===== config.mk =====
export PLATFORM = sky130hd
export DESIGN_NAME = vend_display_ctrl
export DESIGN_NICKNAME = d
export VERILOG_FILES = /design/src/rtl/vend_disp_pkg.sv /design/src/rtl/digit_scanner.sv /design/src/rtl/vend_display_ctrl.sv
export SDC_FILE = /design/constraint.sdc
export NUM_CORES = 1
export LEC_CHECK = 0
export CAP_MARGIN = 20
export CORE_UTILIZATION = 35
export CTS_CLUSTER_DIAMETER = 50
export DETAILED_ROUTE_END_ITERATION = 12
export SYNTH_ARGS = -nofsm -noshare
export SYNTH_HDL_FRONTEND = slang
export SYNTH_HIERARCHICAL = 1
export SYNTH_SLANG_ARGS = --single-unit

===== constraint.sdc =====
create_clock -name clk -period 5.4 [get_ports clk]
set_clock_uncertainty 0.1 [all_clocks]
set_input_delay 0.54 -clock clk [delete_from_list [all_inputs] [get_ports clk]]
set_output_delay 0.54 -clock clk [all_outputs]
set_load 0.01 [all_outputs]

===== src/rtl/vend_disp_pkg.sv =====
// vend_disp_pkg: shared source codes, FSM states and saturation helper for the display controller
package vend_disp_pkg;
   localparam int DISP_MAX = 99;
   localparam logic [1:0] SRC_CREDIT = 2'd0;
   localparam logic [1:0] SRC_PRICE  = 2'd1;
   localparam logic [1:0] SRC_CHANGE = 2'd2;
   typedef enum logic [1:0] {
      S_CREDIT = 2'd0,
      S_PRICE  = 2'd1,
      S_CHANGE = 2'd2
   } state_t;
   function automatic logic [6:0] sat(input logic [6:0] x, input logic [6:0] mx);
      return (x > mx) ? mx : x;
   endfunction
endpackage


===== src/rtl/digit_scanner.sv =====
// digit_scanner: prescaled rotating active-low one-hot digit enable
module digit_scanner #(
   parameter int SCAN_DIV = 50000
) (
   input  logic       clk,
   input  logic       rst,
   output logic [3:0] an
);
   localparam int CW = (SCAN_DIV > 1) ? $clog2(SCAN_DIV) : 1;
   logic [CW-1:0] cnt_q, cnt_d;
   logic [3:0]    an_q, an_d;
   logic          wrap;
   // prescaler wraps at SCAN_DIV-1 and rotates the enable left on wrap
   always_comb begin
      wrap  = cnt_q == CW'(SCAN_DIV - 1);
      cnt_d = wrap ? '0 : cnt_q + 1'b1;
      an_d  = wrap ? {an_q[2:0], an_q[3]} : an_q;
   end
   // state registers, active-low synchronous reset
   always_ff @(posedge clk) begin
      if (!rst) begin
         cnt_q <= '0;
         an_q  <= 4'b1110;
      end else begin
         cnt_q <= cnt_d;
         an_q  <= an_d;
      end
   end
   assign an = an_q;
endmodule


===== src/rtl/vend_display_ctrl.sv =====
// vend_display_ctrl: arbitrates credit/price/change onto the display bus with timed message hold
module vend_display_ctrl
   import vend_disp_pkg::*;
#(
   parameter int HOLD_CYC = 100000000,
   parameter int SCAN_DIV = 50000,
   parameter int SAT_MAX  = DISP_MAX
) (
   input  logic       clk,
   input  logic       rst,
   input  logic [6:0] credit,
   input  logic [6:0] price,
   input  logic       price_req,
   input  logic [6:0] change,
   input  logic       change_req,
   output logic [6:0] value,
   output logic [1:0] src,
   output logic       busy,
   output logic [3:0] an
);
   localparam int HW = (HOLD_CYC > 1) ? $clog2(HOLD_CYC) : 1;
   localparam logic [6:0] MX = 7'(SAT_MAX);
   state_t        state_q, state_d;
   logic [HW-1:0] hold_q, hold_d;
   logic [6:0]    prc_q, prc_d, chg_q, chg_d, value_q, value_d;
   logic          prc_pend_q, prc_pend_d, chg_pend_q, chg_pend_d;
   logic [1:0]    src_q, src_d;
   logic          busy_q, busy_d;
   logic          pc, pp, done, restart;
   // requests are folded into the same-cycle decision so a pulse is visible one edge later
   always_comb begin
      pc      = chg_pend_q | change_req;
      pp      = prc_pend_q | price_req;
      done    = hold_q == HW'(HOLD_CYC - 1);
      prc_d   = price_req ? sat(price, MX) : prc_q;
      chg_d   = change_req ? sat(change, MX) : chg_q;
      state_d = state_q;
      restart = 1'b0;
      case (state_q)
         S_CREDIT: state_d = pc ? S_CHANGE : pp ? S_PRICE : S_CREDIT;
         S_PRICE: begin
            restart = price_req & ~pc;
            state_d = pc ? S_CHANGE : price_req ? S_PRICE : done ? S_CREDIT : S_PRICE;
         end
         S_CHANGE: begin
            restart = change_req;
            state_d = change_req ? S_CHANGE : done ? (pp ? S_PRICE : S_CREDIT) : S_CHANGE;
         end
         default: state_d = S_CREDIT;
      endcase
      hold_d     = (state_d == S_CREDIT || state_d != state_q || restart) ? '0 : hold_q + 1'b1;
      chg_pend_d = pc & (state_d != S_CHANGE);
      prc_pend_d = pp & (state_d != S_PRICE);
      value_d    = (state_d == S_CHANGE) ? chg_d : (state_d == S_PRICE) ? prc_d : sat(credit, MX);
      src_d      = (state_d == S_CHANGE) ? SRC_CHANGE : (state_d == S_PRICE) ? SRC_PRICE : SRC_CREDIT;
      busy_d     = state_d != S_CREDIT;
   end
   // state, latched data and registered outputs, active-low synchronous reset
   always_ff @(posedge clk) begin
      if (!rst) begin
         state_q    <= S_CREDIT;
         hold_q     <= '0;
         prc_q      <= '0;
         chg_q      <= '0;
         prc_pend_q <= 1'b0;
         chg_pend_q <= 1'b0;
         value_q    <= '0;
         src_q      <= SRC_CREDIT;
         busy_q     <= 1'b0;
      end else begin
         state_q    <= state_d;
         hold_q     <= hold_d;
         prc_q      <= prc_d;
         chg_q      <= chg_d;
         prc_pend_q <= prc_pend_d;
         chg_pend_q <= chg_pend_d;
         value_q    <= value_d;
         src_q      <= src_d;
         busy_q     <= busy_d;
      end
   end
   assign value = value_q;
   assign src   = src_q;
   assign busy  = busy_q;
   digit_scanner #(.SCAN_DIV(SCAN_DIV)) u_scan (
      .clk(clk),
      .rst(rst),
      .an (an)
   );
endmodule


==> flow_metrics.tcl, run 1 <==
set metrics [dict create \
    drive_above_1_share_pct 15.9 \
    synthArstFlopShare_pct 0 \
    critical_path_arrival_ns 3.39 \
    ant_nets 0 \
    grt_max_degree 28 \
    io_buffers 38 \
    dr.first_iter.drc_count 102 \
    required_ns 5.56 \
    slew_viol_final 0 \
    avgViaCountPerCell 4.69 \
    rows 36 \
    cts-root-buf "clkbuf_8" \
    synth_cells 365 \
    timing.final.crit_share_pct 59.7 \
    period_needed_ns 3.22 \
    synth_warnings 6 \
    post_cts.repair.setup_buffers 0 \
    antenna_found_initial 0 \
    htreeDepth 3 \
    core-area_um2 9860 \
    path_cells "clkdlybuf4s50_1 -> o21a_1 -> a21o_1 -> a21oi_1 -> a21o_1 -> nand3_1 -> a221o_2 -> nor2_1" \
    hold_path.class "reg2reg" \
    die_area_um2 10600 \
    synth_flop_cell "dfxtp_1" \
    power_leakage_uw 0.00150 \
    hold_viol_final 0 \
    worst_slack_ns 2.18 \
    tns_ns 0 \
    r2r_slack_ns 2.48 \
    pwr_density_cell_nw_per_um2 292 \
    cpLargestDelayFamily "compound AO/OA/AOI/OAI gates" \
    firstDrtPassIters 5 \
    cts_resized 0 \
    crit_buf_inv 1 \
    hpwl_um 4790 \
    cts_hold_buf 0 \
    tritoncts "built" \
    run_status "finished, final reports clean" \
    criticalPathCategory "in2reg" \
    ios 39 \
    synth_cell_type_count 50 \
    clk_path_buf_depth 2 \
    critPathCaptureType "register" \
    avgSynthCellArea_um2 9.81 \
    grt_pass1_wl_um 11300 \
    crit_fanout 27 \
    max_stage_delay_ns 0.79 \
    clock_latency_ns 0.34 \
    syn-cell-area_um2 3580 \
    cp_common_cell "a21o_1" \
    place_ws_ns 1.84 \
    clkSinkCount 75 \
    die_h_um 103 \
    vias 2540 \
    crit_slowest_cell "a221o_2" \
    cts_buffers 9 \
    dieWidth_um 103 \
    tightest_slew_ns 1.10 \
    area_growth_pct 18.9 \
    total_power_uw 1240 \
    relSlewSlack_pct 26.5 \
    first_global_vias 2444 \
    worst_setup_path_start_kind "primary input" \
    antenna_cells 0 \
    path_clk_slew_ns 0.07 \
    start_util_pct 36.3 \
    rsz0062_at_grt "no" \
    track_usage_pct 13.6 \
    setup_viol 0 \
    place.gp.congestion 0.817 \
    synth_edf_count 0 \
    routed_wl_um 6670 \
    overflow 0 \
    synth_seq_area_share_pct 41.9 \
    nNetsFinal 435 \
    ir_drop_mv 0.128 \
    syn_nets 396 \
    max_freq_mhz 310 \
    yosys_register_bits 75 \
    drc 0 \
    routedWlPerCell_um 12.3 \
    max_cap_violations 0 \
]
## stage by stage
stage / instances / cell area, µm² / hold slack (ns) / util [%]
global placement: 526 / 4030 / 0.357 / 40.9
detailed placement: 526 / 4030 / 0.361 / 40.9
finish: 542 / 4260 / 0.379 / 43.2
floorplan: 365 / 3580 / 0.339 / -
CTS: 542 / 4260 / 0.381 / 43.2
global route: 542 / 4260 / 0.404 / 43.2
## routing by layer
metal,routed length (µm),share of wire [%],GRT usage (%)
met5,0,0,0
met4,62,0.93,4.55
met3,212,3.2,4.07
met2,3030,45,20.9
met1,3370,50,18.3
## where the power goes
group	internal, µW	leakage [µW]	total, µW	switching [µW]
clock network	285	0.000113	481	196
registers	579	0.000611	590	11.2
logic	80.1	0.000780	174	93.8
## cell type report
type,instances,area (µm²)
clock buffer,12,155
clock inverter,4,72.6
fill,956,5610
inverter,13,48.8
multi-input combinational,266,1930
sequential,75,1500
tap,133,166
timing repair buffer,39,388
## kinds of logic (layout without fill, tap and decap cells)
family / Yosys count / count (layout) / synth area share (%)
simple gates: 171 / 171 / 30.3
flops: 75 / 75 / 41.9
mux: 14 / 14 / 4.61
xor+xnor: 40 / 40 / 9.79
compound gates: 35 / 35 / 6.92
buf+inv: 24 / 68 / 4.30
fa+ha+maj: 6 / 6 / 2.10
## path summary, 6_finish.rpt
| check | from | end | depth (start not counted) |
|---|---|---|---|
| max | price_req | hold_q[3] | 8 |
| min | u_scan/cnt_q[0] | u_scan/cnt_q[0] | 1 |
| max reg2reg | hold_q[0] | hold_q[3] | 8 |
| min reg2reg | u_scan/cnt_q[0] | u_scan/cnt_q[0] | 1 |
## sequential cells by signal, summed over array words and instances (netlist names)
register      cells
busy              1
hold_q           27
state_q           2
u_scan/an         4
chg_q             7
prc_pend_q        1
u_scan/cnt_q     16
prc_q             7
src               2
chg_pend_q        1
value             7
## synth_stat cells, types with 2 or more instances
cell / instances / area (µm²)
a21o_1: 3 / 22.5
mux2i_1: 9 / 90.1
ha_1: 6 / 75.1
o221a_2: 3 / 33.8
a21boi_0: 3 / 22.5
nor2_2: 13 / 81.3
and3_1: 5 / 31.3
xnor2_1: 25 / 219
and4_1: 2 / 17.5
inv_1: 13 / 48.8
a31oi_1: 3 / 18.8
nor4_2: 4 / 50.1
or3_1: 2 / 12.5
o21ai_0: 4 / 20.0
nor3_1: 12 / 60.1
buf_6: 2 / 22.5
mux2_4: 5 / 75.1
nand2b_1: 4 / 25.0
nor2b_1: 11 / 68.8
o21ai_1: 6 / 30.0
dfxtp_1: 75 / 1500
clkbuf_1: 6 / 22.5
and2_1: 2 / 12.5
nand2_1: 25 / 93.8
nor2_1: 28 / 105
a21oi_1: 2 / 10.0
xor2_1: 15 / 131
nand3_1: 23 / 115
nand4_1: 11 / 68.8
buf_12: 3 / 60.1
o21a_1: 2 / 15.0
and4bb_1: 4 / 50.1
nor2_4: 17 / 191
## cell usage in the layout, fill, tap and decap left out, drive strengths merged, types with 2 or more instances in the layout
| master | count |
|---|---|
| a31oi | 3 |
| a21boi | 3 |
| bufinv | 2 |
| and4bb | 4 |
| nor2b | 11 |
| xnor2 | 25 |
| nand4b | 2 |
| nor3 | 12 |
| and4 | 2 |
| nand3 | 23 |
| nand2 | 26 |
| nand4 | 12 |
| and2 | 2 |
| mux2i | 9 |
| ha | 6 |
| o21a | 2 |
| and3 | 5 |
| nand2b | 4 |
| clkdlybuf4s50 | 38 |
| clkbuf | 12 |
| nor2 | 58 |
| o21ai | 10 |
| nor4 | 4 |
| o221a | 3 |
| mux2 | 5 |
| inv | 13 |
| dfxtp | 75 |
| a21o | 3 |
| xor2 | 15 |
| or3 | 2 |
| a21oi | 3 |
Note: power is estimated with default switching activity, not from simulation.
==> run 2: changes to the inputs <==
==> constraint.sdc (replaced) <==
create_clock -name clk -period 2.8 [get_ports clk]
set_clock_uncertainty 0.1 [all_clocks]
set_input_delay 0.28 -clock clk [delete_from_list [all_inputs] [get_ports clk]]
set_output_delay 0.28 -clock clk [all_outputs]
set_load 0.01 [all_outputs]
==> run 2 against run 1 <==
Routed wire length about the same. Critical path depth rose by 1. Global-route usage about the same. Cell count rose by 0.74%. Worst setup slack got worse by 1.9 ns. Sequential share of layout area is 0.15 points lower. Worst hold slack barely moved. Combinational power increased by 100%. Die area unchanged. Clock power up 68%. Register-to-register slack got worse by 2.2 ns. Via count grew 2.3%. Critical path type is now reg2reg. Critical endpoint is now hold_q[26].
==> flow_metrics.tcl, run 2 (synthesis results as in run 1) <==
set metrics [dict create \
    ios 39 \
    die_h_um 103 \
    crit_slowest_cell "dfxtp_1" \
    relSlewSlack_pct 72.2 \
    cts_hold_buf 0 \
    met1Wirelength_um 3300 \
    top_layer "met4" \
    pwr_density_cell_nw_per_um2 539 \
    grt_pass1_wl_um 11100 \
    overflow 0 \
    htreeDepth 3 \
    multiInputGateArea_um2 1930 \
    critPathCaptureType "register" \
    hold_depth 1 \
    avgViaCountPerCell 4.76 \
    antenna_found_initial 0 \
    routedWlPerCell_um 12.2 \
    setup_viol 0 \
    dr_wl_met2_um 3070 \
    worst_setup_path_start_kind "register" \
    critical_path_arrival_ns 2.74 \
    tightest_slew_ns 0.416 \
    largestRegisters "hold_q (27), u_scan/cnt_q (16)" \
    tns_ns 0 \
    clk_path_buf_depth 2 \
    path_clk_slew_ns 0.08 \
    timing.final.crit_share_pct 91.4 \
    die_area_um2 10600 \
    worst_slack_ns 0.242 \
    period_needed_ns 2.56 \
    first_global_vias 2420 \
    cp.depth 9 \
    wl_met3_um 197 \
    vias 2599 \
    max_freq_mhz 391 \
    ir_drop_mv 0.265 \
    firstDrtPassIters 4 \
    place.gp.congestion 0.742 \
    clkSinkCount 75 \
    nNetsFinal 440 \
    area_growth_pct 19.5 \
    path_cells "ha_1 -> and3_1 -> nand3_1 -> o21a_1 -> a211oi_1 -> nand2_1 -> a221o_2 -> buf_12 -> nor2_1" \
    hpwl_um 4880 \
    required_ns 2.99 \
    tritoncts "built" \
    r2r_cells 9 \
    criticalPathCategory "reg2reg" \
    place_ws_ns 0.0813 \
    start_util_pct 36.3 \
    drc 0 \
    slew_viol_final 0 \
    rows 36 \
    regMostFlops "hold_q" \
    crit_buf_inv 1 \
    largest_register_ffs 27 \
    cts_buffers 9 \
    layout_common_cells "dfxtp_1, clkdlybuf4s50_1, nor2_1, nand2_1, xnor2_1" \
    hold_path.class "reg2reg" \
    grt_max_degree 28 \
    power_leakage_uw 0.00152 \
    layout_commonest_cell "dfxtp_1" \
    hold_viol_final 0 \
    max_cap_violations 0 \
    dieWidth_um 103 \
    routed_wl_um 6660 \
    cts-root-buf "clkbuf_8" \
    drive_above_1_share_pct 17.2 \
    io_buffers 38 \
    max_stage_delay_ns 0.40 \
    cpLargestDelayFamily "compound AO/OA/AOI/OAI gates" \
    clock_latency_ns 0.35 \
    crit_fanout 27 \
    ant_nets 0 \
    fill_cells 942 \
    rsz0062_at_grt "no" \
    antenna_cells 0 \
    run_status "finished, final reports clean" \
    track_usage_pct 13.6 \
    seq_area_um2 1500 \
    core-area_um2 9860 \
    dr.first_iter.drc_count 61 \
]
[run 2: worst reg2reg max path, cell delays in order, from the launching register on]
cell and delay [ns]:
dfxtp_1 0.40, ha_1 0.23, and3_1 0.27, nand3_1 0.12
o21a_1 0.21, a211oi_1 0.32, nand2_1 0.13, a221o_2 0.39
buf_12 0.21, nor2_1 0.13
[run 2: final cells by class]
class	count	share of cell area (%)
flip-flops and latches	75	35.1
well taps	133	3.89
repair buffers	44	10.2
multi-input cells	266	45.1
clock inverters	5	1.26
clock buffers	10	3.22
inverters	13	1.14
[run 2: power breakdown]
| part | internal [µW] | switching [µW] |
|---|---|---|
| combinational | 169 | 186 |
| sequential | 1120 | 23.9 |
| clock | 428 | 382 |
| total | 1710 | 592 |
[run 2: worst paths after layout]
kind                                 startpoint  slack, ns               to
worst max register to register        hold_q[0]       0.24       hold_q[26]
worst min-delay path            u_scan/cnt_q[0]       0.38  u_scan/cnt_q[0]
worst min register to register  u_scan/cnt_q[0]       0.38  u_scan/cnt_q[0]
worst max-delay path                  hold_q[0]       0.24       hold_q[26]
[run 2: metal layers]
metal / vias to the layer above / global-route usage, %
met3: 7 / 4.27
li1: 1344 / -
met1: 1211 / 18.0
met2: 37 / 21.0
met4: 0 / 4.88
met5: - / 0
[run 2: what timing repair did]
| item | 4_1_cts | 5_1_grt |
|---|---|---|
| endpoints found under the hold margin | 0 | 0 |
| setup endpoints to repair | 0 | 2 |
| setup buffers | 0 | 0 |
| resized for setup | 0 | 1 |
[run 2: through the flow]
step,power [µW],hold slack (ns),cells,area (µm²),utilization (%)
floorplan,1400,0.242,365,3580,-
global placement,1510,0.353,531,4080,41.4
detailed placement,1520,0.362,531,4080,41.4
CTS,2330,0.380,546,4270,43.3
global route,2420,0.403,546,4280,43.4
finish,2310,0.379,546,4280,43.4
==> RTL change 1, RTL diff (flow settings as in run 2) <==
Make the reset (`rst`) asynchronous in 2 clocked blocks. Comments in the files are not updated.
--- a/src/rtl/digit_scanner.sv
+++ b/src/rtl/digit_scanner.sv
@@ -17,7 +17,7 @@
       an_d  = wrap ? {an_q[2:0], an_q[3]} : an_q;
    end
    // state registers, active-low synchronous reset
-   always_ff @(posedge clk) begin
+   always_ff @(posedge clk or negedge rst) begin
       if (!rst) begin
          cnt_q <= '0;
          an_q  <= 4'b1110;
--- a/src/rtl/vend_display_ctrl.sv
+++ b/src/rtl/vend_display_ctrl.sv
@@ -56,7 +56,7 @@
       busy_d     = state_d != S_CREDIT;
    end
    // state, latched data and registered outputs, active-low synchronous reset
-   always_ff @(posedge clk) begin
+   always_ff @(posedge clk or negedge rst) begin
       if (!rst) begin
          state_q    <= S_CREDIT;
          hold_q     <= '0;
Check against the original RTL: differs if rst is asserted again (counterexample within 4 cycles, from zero or initial values and one cycle with rst low); with rst held inactive, the same outputs for 10 cycles.
==> RTL change 1 against run 2 <==
- area after synthesis increased by 0.59%
- critical path depth shrank 2
- sequential cell count stayed put
- final area is 1.7% higher
- worst setup slack worse by 0.088 ns
- routed wire length up 7.9%
Power is not compared: it rests on default switching activity, and its combinational part moved more than twofold at a synthesized area within 25%.
==> RTL change 1: results (changes against run 2) <==
CP top delay family - simple AND/OR/NAND/NOR gates
Outcome - finished clean
Measured slew at the worst slew-check pin - 0.947 ns (+0.530 ns)
Buffering overhead - 10.8% (+0.52 points)
Syn Area/Cell - 10.4 um2 (+6.4%)
Filler cells - 961 (+2.0%)
Seq/Total Area, Yosys - 52.2% (+10 points)
CP max stage cell - or4_1
CTS H-tree depth - 3 (unchanged)
Critical path data arrival time - 2.78 ns (+0.04 ns)
Syn nets - 376 (-5.1%)
Pre-CTS setup slack - 0.208 ns (+0.126 ns)
Worst Setup SP - hold_q[9]$_DFF_PN0_
Multi-In Gates - 245 (-7.9%)
FF-to-FF setup slack - 0.15 ns (-0.09 ns)
Total track usage - 14.9% (+1.3 points)
HP Start - hold_q[0]$_DFF_PN0_
Gp weighted congestion - 0.864 (+16%)
Main flop type after synthesis - dfrtp_1
HPWL Detailed - 4960 um (+1.7%)
Initial DRC Count - 65 (+6.6%)
Layout cells sized above 1 - 10.1% (-7.1 points)
Final min period - 2.65 ns (+0.0881 ns)
Largest stage delay, worst path - 0.55 ns (+0.15 ns)
Multiplexer share of the synthesized area - 3.89% (-0.72 points)
Synth unique cells - 49 (-2.0%)
Met3 Usage GRT - 4.10% (-0.17 points)
Xor/xnor share of the synthesized area - 8.76% (-1.0 points)
Signal buffers - 48 (+9.1%)
Vias in the first global route - 2579 (+6.6%)
Clock buf/inv share - 4.20% (-0.28 points)
Hold path endpoint - hold_q[0]$_DFF_PN0_
First-pass GRT wire length - 12100 um (+9.1%)
Skew-Pair Late Insertion Delay - 0.35 ns (about the same)
Vias per inst - 4.96 (+4.2%)
RR Endpoint - hold_q[22]$_DFF_PN0_
Global Route met1 Usage - 19.2% (+1.2 points)
Non-clk invs - 14 (+1)
GRT met2 Usage - 23.9% (+2.9 points)
Kind of critical path - reg2reg
Post-synth ARST share - 100% (+100 points)
WP depth - 7 (-2)
Met1 WL - 3510 um (+6.4%)
Placed cells - 514 (-3.2%)
Synth top cells by count - dfrtp_1, nor2_1, nand3_1, xor2_1, nand2_1
WL met3 - 314 um (+59%)
Synth Area in Compound Gates - 7.71% (+0.79 points)
Ranking of synthesized cells by area - dfrtp_1, nor2_1, xor2_1, xnor2_1, nand3_1
WL final - 7190 um (+7.9%)
Largest net degree at the start of global routing - 76 (+170%)
Port Buffers - 38 (unchanged)
Register area - 1880 um2 (+25%)
Post-Synth Adder-Cell Area - 2.08% (-0.012 points)
Fraction of area in multi-input gates - 36.8% (-8.4 points)
Net count, final - 424 (-3.6%)
Met2 WL post-DR - 3290 um (+7.3%)
DR WL/cell - 13.5 um (+11%)
#FFs+latches synth - 75 (unchanged)
-- RTL change 1: changes by cell type after synthesis, sizes merged, moves of 7 or more --
| cell | run 2 | this run |
|---|---|---|
| nor2 | 58 | 48 |
| nand2 | 26 | 19 |
| dfxtp | 75 | 0 |
| xnor2 | 25 | 16 |
| dfrtp | 0 | 72 |
| nor2b | 11 | 2 |
-- RTL change 1: timing repair --
action | 4_1_cts | 5_1_grt
hold buffers | 1 | 0
hold endpoints to repair | 16 | 0
setup buffers | 0 | 0
setup endpoints to repair | 0 | 1
gates resized for setup | 0 | 1
-- RTL change 1: stage by stage --
| step | cell area (um2) | hold slack (ns) | power [mW] | utilization, % |
|---|---|---|---|---|
| floorplan | 3600 | -0.116 | 1.21 | - |
| global placement | 4150 | 0.369 | 1.31 | 42.1 |
| detailed placement | 4150 | 0.376 | 1.31 | 42.1 |
| CTS | 4340 | 0.389 | 2.10 | 44.0 |
| global route | 4350 | 0.416 | 2.16 | 44.1 |
| finish | 4350 | 0.391 | 2.06 | 44.1 |
==> RTL change 2, RTL diff (config.mk and constraints of run 2) <==
Without the edit above. `SCAN_DIV` is set to 50000 in 2 places; all go to 200000.
--- a/src/rtl/digit_scanner.sv
+++ b/src/rtl/digit_scanner.sv
@@ -1,6 +1,6 @@
 // digit_scanner: prescaled rotating active-low one-hot digit enable
 module digit_scanner #(
-   parameter int SCAN_DIV = 50000
+   parameter int SCAN_DIV = 200000
 ) (
    input  logic       clk,
    input  logic       rst,
--- a/src/rtl/vend_display_ctrl.sv
+++ b/src/rtl/vend_display_ctrl.sv
@@ -3,7 +3,7 @@
    import vend_disp_pkg::*;
 #(
    parameter int HOLD_CYC = 100000000,
-   parameter int SCAN_DIV = 50000,
+   parameter int SCAN_DIV = 200000,
    parameter int SAT_MAX  = DISP_MAX
 ) (
    input  logic       clk,
Function: same outputs for any inputs over 10 cycles, from zero or initial values and one cycle with rst low; that may be too few to reach the edited logic, so the function may still have changed.
==> RTL change 2 against run 2 <==
- worst setup slack better by 0.040 ns
- sequential share of layout area fell by 0.27 points
- sequential cell count grew 2
- die area rose by 2.8%
- hold slack worse by 0.018 ns
- total power up 3.9%
- routed wire length rose by 4.8%
- final area is 3.5% higher
- area after synthesis is 2.9% higher
- critical endpoint is now value[6]$_SDFF_PN0_
- highest routed layer unchanged
==> RTL change 2: results (changes against run 2) <==
Placed cells - 552 (+4.0%)
Post-Syn Instances - 381 (+4.4%)
First-pass GRT wire length - 12100 um (+8.9%)
CP top delay family - simple AND/OR/NAND/NOR gates
Net count, final - 458 (+4.1%)
Synth Warn # - 6 (unchanged)
Total track usage - 13.5% (-0.13 points)
Critical path data arrival time - 2.69 ns (-0.05 ns)
Gp weighted congestion - 0.839 (+13%)
Outcome - finished clean
WL final - 6980 um (+4.8%)
Skew-Pair Late Insertion Delay - 0.33 ns (-0.02 ns)
Syn nets - 412 (+4.0%)
Ranking of synthesized cells by area - dfxtp_1, xnor2_1, nor2_4, xor2_1, nor2_1
Switching pwr - 592 uW (about the same)
Tightest Hold Check Type - reg2reg
Initial antenna violation count - 0 (unchanged)
Post_cts resized - 0 (unchanged)
P_leak - 1.50 nW (-1.8%)
Biggest regs - hold_q (27), u_scan/cnt_q (18)
Max-slew headroom - 71.0% (-1.3 points)
Seq/Total Area, Yosys - 41.9% (-0.081 points)
CP max FO - 9 (-67%)
Drt first pass iters - 6 (+2)
HPWL Detailed - 5170 um (+6.0%)
Largest stage delay, worst path - 0.38 ns (-0.02 ns)
Layout cells sized above 1 - 15.0% (-2.1 points)
Maximum vdd drop - 0.265 mV (about the same)
Synth unique cells - 57 (+14%)
Multiplexer share of the synthesized area - 4.49% (-0.13 points)
Post-Synth Adder-Cell Area - 2.04% (-0.058 points)
Routed via count - 2711 (+4.3%)
Synth top cells by count - dfxtp_1, nor2_1, nand3_1, nand2_1, xnor2_1
Layout Cells excl Fill - 568 (+4.0%)
Initial DRC Count - 110 (+80%)
Synth Area in Compound Gates - 8.09% (+1.2 points)
Xor/xnor share of the synthesized area - 9.51% (-0.27 points)
[RTL change 2: area by class of cell]
| type | instances | area (um2) |
|---|---|---|
| multi-input cells | 280 | 2000 |
| fillers | 1014 | 5850 |
| flip-flops and latches | 77 | 1540 |
| clock buffers | 13 | 169 |
| repair buffers | 47 | 460 |
| well taps | 136 | 170 |
| inverters | 12 | 45.0 |
| clock inverters | 3 | 42.5 |
[RTL change 2: kinds of logic after synthesis]
| kind of cell | after synthesis |
|---|---|
| adder cells (fa/ha/maj) | 6 |
| multiplexers | 14 |
| flip-flops | 77 |
| buffers and inverters | 24 |
| AO/OA/AOI/OAI | 40 |
| AND/OR/NAND/NOR | 180 |
| XOR/XNOR | 40 |
[RTL change 2: final timing paths]
check,endpoint,from,slack [ns]
hold / removal,u_scan/cnt_q[0]$_SDFF_PP0_,u_scan/cnt_q[0]$_SDFF_PP0_,0.36
setup reg to reg,value[6]$_SDFF_PN0_,hold_q[0]$_SDFF_PP0_,0.28
setup / recovery,value[6]$_SDFF_PN0_,hold_q[0]$_SDFF_PP0_,0.28
hold reg to reg,u_scan/cnt_q[0]$_SDFF_PP0_,u_scan/cnt_q[0]$_SDFF_PP0_,0.36
[RTL change 2: layer usage]
metal  share of wire (%)  wire, um  track usage, %
met1                  51      3550            18.1
met2                  46      3240            21.5
met3                 1.5       107            1.87
met4                 1.2        83            6.34
met5                   0         0               0
[RTL change 2: metrics by stage]
stage	area (um2)	total power [mW]	hold slack, ns	setup WS, ns
2_1_floorplan	3680	1.43	0.320	0.502
3_3_place_gp	4210	1.55	0.340	0.287
3_5_place_dp	4210	1.55	0.349	0.191
4_1_cts	4420	2.43	0.367	0.258
5_1_grt	4420	2.51	0.388	0.121
6_report	4420	2.39	0.361	0.282
[RTL change 2: power groups by stage]
stage | sequential, mW | clock, mW | combinational, mW
after floorplan | 1.20 | 0 | 0.228
after global placement | 1.19 | 0 | 0.354
after detailed placement | 1.19 | 0 | 0.358
after CTS | 1.17 | 0.900 | 0.361
after global routing | 1.17 | 0.945 | 0.391
final | 1.17 | 0.869 | 0.358
